**config.mk**
```make
export PLATFORM = sky130hd
export DESIGN_NAME = fetch_unit
export DESIGN_NICKNAME = d
export VERILOG_FILES = /design/src/rtl/fetch_unit_pkg.sv /design/src/rtl/fetch_unit_pc_register.sv /design/src/rtl/fetch_unit.sv
export SDC_FILE = /design/constraint.sdc
export NUM_CORES = 1
export LEC_CHECK = 0
export BUFFER_PORTS_ARGS = -buffer_cell sky130_fd_sc_hd__buf_2
export CAP_MARGIN = 25
export CELL_PAD_IN_SITES_DETAIL_PLACEMENT = 0
export CELL_PAD_IN_SITES_GLOBAL_PLACEMENT = 2
export CORE_ASPECT_RATIO = 1.5
export CORE_MARGIN = 5
export CORE_UTILIZATION = 23
export CTS_CLUSTER_DIAMETER = 120
export DETAILED_ROUTE_END_ITERATION = 6
export GPL_ROUTABILITY_DRIVEN = 1
export PLACE_DENSITY_LB_ADDON = 0.1
export REMOVE_ABC_BUFFERS = 1
export SLEW_MARGIN = 20
export SYNTH_ARGS = -nofsm -noshare
export SYNTH_HDL_FRONTEND = slang
export SYNTH_SLANG_ARGS = --single-unit
```
**constraint.sdc**
```tcl
create_clock -name clock -period 4.25 [get_ports clock]
set_clock_uncertainty 0.1 [all_clocks]
set_input_delay 0.85 -clock clock [delete_from_list [all_inputs] [get_ports clock]]
set_output_delay 0.85 -clock clock [all_outputs]
set_load 0.02 [all_outputs]
```
**src/rtl/fetch_unit_pkg.sv**
```systemverilog
// Shared encodings for the fetch unit: opcodes, control-unit PC controls,
// FSM states and the internal next-pc select.
package fetch_unit_pkg;

    localparam logic [4:0] OP_NOP  = 5'b00000;
    localparam logic [4:0] OP_ADD  = 5'b00001;
    localparam logic [4:0] OP_IN   = 5'b00111;
    localparam logic [4:0] OP_STOP = 5'b11111;

    typedef enum logic [1:0] {
        CNT_INC  = 2'b00,
        CNT_LOAD = 2'b01,
        CNT_RSVD = 2'b10,
        CNT_HALT = 2'b11
    } counter_e;

    typedef enum logic [1:0] {
        MUX_IMM   = 2'b00,
        MUX_REG_J = 2'b01,
        MUX_REG_B = 2'b10,
        MUX_HOLD  = 2'b11
    } mult_e;

    typedef enum logic [2:0] {
        ST_FETCH,
        ST_LATCH,
        ST_EXEC,
        ST_WAIT_IN,
        ST_HALT
    } state_e;

    typedef enum logic [1:0] {
        PC_HOLD,
        PC_INC,
        PC_IMM,
        PC_REG
    } pc_sel_e;

endpackage

```
**src/rtl/fetch_unit_pc_register.sv**
```systemverilog
// Program counter register: applies the next-pc select chosen by the fetch FSM.
module fetch_unit_pc_register
    import fetch_unit_pkg::*;
#(
    parameter int ADDR_W = 10,
    parameter int DATA_W = 32
) (
    input  logic              clock,
    input  logic              reset,
    input  pc_sel_e           sel,
    input  logic [ADDR_W-1:0] target_imm,
    input  logic [DATA_W-1:0] target_reg,
    output logic [ADDR_W-1:0] pc
);

    logic [ADDR_W-1:0] pc_next;

    // Register targets wider than the ROM address space are truncated.
    logic unused_reg_upper;
    assign unused_reg_upper = ^target_reg[DATA_W-1:ADDR_W];

    always_comb begin
        pc_next = pc;
        case (sel)
            PC_INC:  pc_next = pc + ADDR_W'(1);
            PC_IMM:  pc_next = target_imm;
            PC_REG:  pc_next = target_reg[ADDR_W-1:0];
            default: pc_next = pc;
        endcase
    end

    always_ff @(posedge clock) begin
        if (reset) begin
            pc <= '0;
        end else begin
            pc <= pc_next;
        end
    end

endmodule

```
**src/rtl/fetch_unit.sv**
```systemverilog
// Instruction fetch sequencer: FETCH/LATCH/EXEC per instruction, IN-stall
// handshake, STOP halt, and the one-cycle execute strobe.
module fetch_unit
    import fetch_unit_pkg::*;
#(
    parameter int ADDR_W = 10,
    parameter int DATA_W = 32
) (
    input  logic              clock,
    input  logic              reset,
    output logic [ADDR_W-1:0] imem_addr,
    input  logic [DATA_W-1:0] imem_data,
    output logic [DATA_W-1:0] instr,
    output logic [4:0]        opcode,
    input  logic [1:0]        UC_counter,
    input  logic [1:0]        UC_mult03,
    input  logic              UC_clock,
    input  logic [ADDR_W-1:0] target_imm,
    input  logic [DATA_W-1:0] target_reg,
    input  logic              in_valid,
    output logic              in_ack,
    output logic              exec_en,
    output logic [ADDR_W-1:0] pc,
    output logic              halted
);

    state_e  state;
    pc_sel_e pc_sel;
    logic    run;
    logic    accept;

    // run: normal commit in EXEC; accept: input consumed, from EXEC or WAIT_IN.
    always_comb begin
        run    = 1'b0;
        accept = 1'b0;
        if (!reset) begin
            run    = (state == ST_EXEC) && UC_clock;
            accept = in_valid && (((state == ST_EXEC) && !UC_clock) ||
                                  (state == ST_WAIT_IN));
        end
        exec_en = run || accept;
        in_ack  = accept;

        pc_sel = PC_HOLD;
        if (accept) begin
            pc_sel = PC_INC;
        end else if (run) begin
            case (counter_e'(UC_counter))
                CNT_INC, CNT_RSVD: pc_sel = PC_INC;
                CNT_LOAD: begin
                    case (mult_e'(UC_mult03))
                        MUX_IMM:              pc_sel = PC_IMM;
                        MUX_REG_J, MUX_REG_B: pc_sel = PC_REG;
                        default:              pc_sel = PC_HOLD;
                    endcase
                end
                default: pc_sel = PC_HOLD;
            endcase
        end
    end

    assign imem_addr = pc;
    assign opcode    = instr[31:27];

    always_ff @(posedge clock) begin
        if (reset) begin
            state  <= ST_FETCH;
            instr  <= '0;
            halted <= 1'b0;
        end else begin
            case (state)
                ST_FETCH: state <= ST_LATCH;
                ST_LATCH: begin
                    instr <= imem_data;
                    state <= ST_EXEC;
                end
                ST_EXEC: begin
                    if (accept) begin
                        state <= ST_FETCH;
                    end else if (!UC_clock) begin
                        state <= ST_WAIT_IN;
                    end else if (counter_e'(UC_counter) == CNT_HALT) begin
                        halted <= 1'b1;
                        state  <= ST_HALT;
                    end else begin
                        state <= ST_FETCH;
                    end
                end
                ST_WAIT_IN: begin
                    if (accept) begin
                        state <= ST_FETCH;
                    end
                end
                ST_HALT: state <= ST_HALT;
                default: state <= ST_FETCH;
            endcase
        end
    end

    fetch_unit_pc_register #(
        .ADDR_W(ADDR_W),
        .DATA_W(DATA_W)
    ) u_pc_register (
        .clock      (clock),
        .reset      (reset),
        .sel        (pc_sel),
        .target_imm (target_imm),
        .target_reg (target_reg),
        .pc         (pc)
    );

endmodule

```
==> impl_metrics.csv, run 1 <==
group,metric,value,unit
pwr,power.density,370,nW/µm²
die,start_util,0.235,
pwr,p_int,774,µW
logic_synthesis,synth_compound_area_frac,0.207,
die,die_area,12000,µm²
hold_path,hold_class,"register to register",
clocking,tritoncts,"built",
setup_path,start_kind,"input pin",
hold_path,worstHoldStart,"halted",
setup_path,crit_top_cell,"buf_2",
die,row_count,44,
logic_synthesis,synthAdderAreaFrac,0.0111,
clocking,holdBufCountCts,0,
timing,setup_viol,0,
clocking,clock_latency,0.29,ns
logic_synthesis,synth_simple_gate_area_frac,0.267,
clocking,cts_resized,0,
global_route,gr-total-overflow,0,
global_route,track_usage,0.125,
setup_path,r2r-end,"u_pc_register.pc[5]",
setup_path,critPathBufInv,2,
timing,tns,0,ns
cells_and_area,fin_nets,470,
cells_and_area,layout_commonest_cell,"buf_2",
logic_synthesis,synth_area,2260,µm²
timing,fmax,0.364,GHz
die,num_io_pins,142,
timing,fin_crit,2.75,ns
job,max_cap_violations,0,
setup_path,required,3.30,ns
global_route,grt_pass1_wl,12.3,mm
pwr,sw_frac_of_total,0.301,
detailed_routing,wl_per_cell,15.0,µm
global_route,grt_max_degree,43,
placed_design,portBuffers,119,
timing,whs,0.350,ns
cells_and_area,antenna_cells,0,
logic_synthesis,synth_top_cells_by_area,"dfxtp_1 (41%), nand2_1 (13%), a21oi_1 (8.9%)",
logic_synthesis,synth_edf_count,0,
hold_path,hold_path_end,"halted",
die,die_h,131,µm
clocking,path_clk_slew,0.06,ns
clocking,cts_root_buf,"clkbuf_16",
timing,grt_setup_unrepaired,"no",
pwr,peakVddDrop,0.259,mV
detailed_routing,drt_iter0_markers,65,
logic_synthesis,synth_top_family_by_area,"simple AND/OR/NAND/NOR gates",
detailed_routing,dr.pass1.iters,6,
die,die_x,91.0,µm
hold_path,min_delay_path_depth,2,
pwr,cellLeakagePower,0.00135,µW
clocking,cts_setup_buffers,0,
global_route,antenna_found_initial,0,
setup_path,path_delay_family,"simple AND/OR/NAND/NOR gates",
clocking,cts_sinks,46,
setup_path,rr_startpoint,"state[0]",
logic_synthesis,syn-instance-count,288,
clocking,cts_max_level,2,
logic_synthesis,yosys_warnings,0,
timing,drv_slew,0,
run_status,status,"completed",
logic_synthesis,muxShareOfSynthArea,0,
logic_synthesis,netlist.area_leader.share,0.407,
detailed_routing,drt_wl_total,7.54,mm
placed_design,dpl_cell_area,2840,µm²
cells_and_area,mostFrequentLayoutCells,"buf_2 (119), nand2_1 (77), dfxtp_1 (46), a21oi_1 (40), nor2_1 (9)",
logic_synthesis,async_reset_ff_frac,0,
placed_design,gp_congestion,0.786,
pwr,power_frac_clock,0.364,
clocking,cts_buffers,5,
logic_synthesis,ys.flop_type,"dfxtp_1",
setup_path,ff2ff_setup_slack,2.34,ns
logic_synthesis,avgSynthCellArea,7.85,µm²
setup_path,critPathArrivalTime,1.80,ns
detailed_routing,routed-via-count,2274,
pwr,power_frac_comb,0.203,
global_route,grt_pass1_vias,2320,
pwr,pwr-share-seq,0.433,
timing,slew_headroom,0.560,
cells_and_area,area_growth,32.4,%
placed_design,dp_hpwl,5.63,mm
setup_path,cpMaxStageDelayCell,"nor3b_4",
cells_and_area,drive_gt1_frac,0.367,
timing,min_period_over_period,0.646,
setup_path,r2r_cells,6,
timing,hold_violations,0,
logic_synthesis,ys_seq_elements,46,
clocking,clockBufferDepth,2,
setup_path,worstPathCellList,"buf_2 -> nor3b_4 -> nand3_4 -> nand2_1 -> buf_2",
detailed_routing,via_per_inst,4.53,
logic_synthesis,synth_top_cell_by_area,"dfxtp_1",
logic_synthesis,synth_seq_area_share,0.407,
setup_path,worst-path-max-fanout,9,
setup_path,worstSetupEndpointType,"output port",
detailed_routing,drtAntennaViolNets,0,
logic_synthesis,synth.distinct_cells,46,
timing,tightest_slew,0.661,ns
die,core_area,9630,µm²
setup_path,critPathMaxStageDelay,0.32,ns
pwr,p_sw,334,µW
detailed_routing,route.detailed.drc,0,
setup_path,path_class,"input pin to output port",
cells_and_area,fin_area,2990,µm²
logic_synthesis,synthXorXnorAreaFrac,0.0194,
per-stage QoR:
step	total power, µW	util	setup WS [ns]	std cells
CTS	1140	0.311	1.49	502
floorplan	614	-	1.54	257
finish	1110	0.311	1.50	502
detailed placement	721	0.295	1.46	494
global placement	720	0.295	1.44	494
global route	1170	0.311	1.39	502
flip-flops by register name, summed over array words and instances (netlist names):
| signal | count |
|---|---|
| state | 3 |
| u_pc_register.pc | 10 |
| instr | 32 |
| halted | 1 |
power groups by stage:
stage          Clock (µW)  Combinational, µW  Sequential (µW)
3_5_place_dp            0                230              490
6_report              404                225              480
2_1_floorplan           0               84.9              530
5_1_grt               438                248              485
4_1_cts               424                231              480
3_3_place_gp            0                230              490
layout make-up:
class	count	area, µm²
Clock buffer	6	139
Clock inverter	2	12.5
Fill cell	1060	6640
Inverter	4	15.0
Multi-Input combinational cell	207	1140
Sequential cell	46	921
Tap cell	115	144
Timing Repair Buffer	122	618
worst min-delay path, cell delays in order, from the launching register on:
cell and delay [ns]:
dfxtp_1 0.31, inv_1 0.04, a21oi_1 0.05
logic make-up after synthesis:
group / Yosys count
DFF: 46
AOI/OAI and AO/OA: 75
adders and majority gates: 2
xor gates and xnor gates: 5
buffers and inverters: 35
and+or+nand+nor: 125
cell usage after synthesis (all sizes together) (3+ instances only):
cell type / number
nor3: 4
nand4: 5
nor2: 12
xnor2: 3
nor2b: 4
a32oi: 3
o21a: 3
dfxtp: 46
and3: 4
inv: 4
buf: 23
a21oi: 40
a31oi: 6
nand3: 8
o21ai: 8
clkbuf: 8
nand2: 77
nand2b: 3
routing by layer:
| metal | vias to the layer above | global-route usage | routed length, µm |
|---|---|---|---|
| met3 | 7 | 0.0355 | 553 |
| met4 | 0 | 0.0408 | 107 |
| met5 | - | 0 | 0 |
| met2 | 88 | 0.217 | 3710 |
| li1 | 1173 | - | - |
| met1 | 1006 | 0.147 | 3170 |
worst max-delay path by stage:
stage	from	end	slack, ns	cells after the start
floorplan	UC_clock	exec_en	1.54	3
global placement	UC_mult03[0]	u_pc_register.pc[5]	1.44	7
detailed placement	UC_mult03[1]	u_pc_register.pc[5]	1.46	7
CTS	reset	exec_en	1.49	5
global route	reset	exec_en	1.39	5
finish	reset	exec_en	1.50	5
Note: power is estimated with default switching activity, not from simulation.
==> run 2, diff against run 1 <==
--- a/config.mk
+++ b/config.mk
@@ -11,7 +11,7 @@
 export CELL_PAD_IN_SITES_GLOBAL_PLACEMENT = 2
 export CORE_ASPECT_RATIO = 1.5
 export CORE_MARGIN = 5
-export CORE_UTILIZATION = 23
+export CORE_UTILIZATION = 22
 export CTS_CLUSTER_DIAMETER = 120
 export DETAILED_ROUTE_END_ITERATION = 6
 export GPL_ROUTABILITY_DRIVEN = 1
==> constraint.sdc (replaced) <==
create_clock -name clock -period 2.6 [get_ports clock]
set_clock_uncertainty 0.1 [all_clocks]
set_input_delay 0.52 -clock clock [delete_from_list [all_inputs] [get_ports clock]]
set_output_delay 0.52 -clock clock [all_outputs]
set_load 0.02 [all_outputs]
==> impl_metrics.csv, run 2 (synthesis results as in run 1) <==
group,metric,value,unit
detailed_routing,drtAntennaViolNets,0,
clocking,cts_sinks,46,
clocking,cts_buffers,5,
global_route,antenna_found_initial,0,
die,start_util,0.224,
clocking,cts_setup_buffers,0,
setup_path,worstSetupEndpointType,"output port",
detailed_routing,drt_iter0_markers,68,
setup_path,r2r_cells,5,
setup_path,startpoint,"state[1]",
cells_and_area,antenna_cells,0,
pwr,finalPower,1820,µW
timing,tightest_slew,0.642,ns
placed_design,portBuffers,119,
timing,fin_crit,2.21,ns
setup_path,critPathArrivalTime,1.59,ns
pwr,power.density,601,nW/µm²
cells_and_area,mostFrequentLayoutCells,"buf_2 (119), nand2_1 (77), dfxtp_1 (46), a21oi_1 (40), nor2_1 (9)",
detailed_routing,drt_wl_total,7.83,mm
detailed_routing,routed-via-count,2296,
cells_and_area,drive_gt1_frac,0.372,
global_route,gr-total-overflow,0,
run_status,status,"completed",
cells_and_area,final_cells,507,
clocking,clock_latency,0.28,ns
detailed_routing,dr.pass1.iters,3,
setup_path,rr_startpoint,"state[1]",
detailed_routing,wl_per_cell,15.4,µm
detailed_routing,route.detailed.drc,0,
global_route,met1_usage,0.142,
timing,min_period_over_period,0.849,
timing,setup_viol,0,
setup_path,worst-path-max-fanout,9,
global_route,grt_max_degree,35,
clocking,cts_max_level,2,
global_route,grt_pass1_vias,2333,
die,die_area,12400,µm²
detailed_routing,via_per_inst,4.53,
timing,slew_headroom,0.572,
placed_design,pre_cts_ws,0.356,ns
placed_design,placedCellCount,499,
timing,tns,0,ns
global_route,track_usage,0.124,
global_route,met2_usage,0.224,
die,die_h,134,µm
die,row_count,45,
setup_path,path_class,"register to output port",
pwr,cellLeakagePower,0.00136,µW
cells_and_area,largest_reg_flops,32,
timing,finalWorstSetupSlack,0.393,ns
job,max_cap_violations,0,
setup_path,cp-endpoint,"exec_en",
global_route,grtUsageMet3,0.0337,
timing,hold_violations,0,
global_route,top_usage_layer,"met2",
clocking,cts_resized,0,
setup_path,start_kind,"register",
cells_and_area,layout_commonest_cell,"buf_2",
cells_and_area,area_growth,34.0,%
timing,fmax,0.453,GHz
placed_design,gp_congestion,0.724,
placed_design,dp_hpwl,5.88,mm
clocking,path_clk_slew,0.06,ns
die,core_area,10100,µm²
die,num_io_pins,142,
setup_path,ff2ff_setup_slack,0.76,ns
clocking,tritoncts,"built",
setup_path,required,1.98,ns
hold_path,hold_class,"register to register",
hold_path,min_delay_path_depth,2,
clocking,clockBufferDepth,2,
global_route,grt_pass1_wl,12.2,mm
clocking,cts_root_buf,"clkbuf_16",
timing,grt_setup_unrepaired,"no",
cells_and_area,fin_nets,473,
clocking,holdBufCountCts,0,
pwr,peakVddDrop,0.249,mV
timing,drv_slew,0,
cells_and_area,largest-register,"instr",
setup_path,r2r-end,"u_pc_register.pc[7]",
die,die_x,92.8,µm
cells_and_area,reg_top3,"instr (32), u_pc_register.pc (10), state (3)",
## run 2: worst max-delay path, stage by stage, from the launching register on
cell and delay, ns:
dfxtp_1 0.47, nor3b_4 0.37, nand3_4 0.20, nand2_1 0.09
buf_2 0.17
## run 2: how the worst min path moves through the flow
stage | from | endpoint | slack (ns)
CTS | halted | halted | 0.35
global placement | halted | halted | 0.33
detailed placement | halted | halted | 0.34
floorplan | state[0] | state[2] | 0.36
global route | imem_data[24] | instr[24] | 0.36
finish | halted | halted | 0.35
## run 2: final cells by class
class | instances | area [µm²]
fillers | 1135 | 7050
multi-input cells | 207 | 1140
flip-flops and latches | 46 | 921
repair buffers | 125 | 653
well taps | 117 | 146
clock buffers | 6 | 139
inverters | 4 | 15.0
clock inverters | 2 | 12.5
## run 2: per-layer routing
metal / up-vias / part of all wire
met1: 1029 / 0.43
met4: 0 / 0.012
li1: 1178 / -
met2: 84 / 0.49
met5: - / 0
met3: 5 / 0.066
## run 2: power breakdown
part / leakage [µW] / internal, µW / switching, µW / total (µW)
clock network: 0.0000729 / 381 / 278 / 659
registers: 0.000375 / 753 / 31.8 / 785
logic: 0.000915 / 137 / 239 / 377
total: 0.00136 / 1270 / 549 / 1820
## run 2: metrics by stage
step	util	hold WS, ns	instance area, µm²
after global placement	0.286	0.334	2880
after global routing	0.301	0.360	3030
final	0.301	0.346	3030
after floorplan	-	0.356	2080
after CTS	0.301	0.352	3030
after detailed placement	0.286	0.342	2880
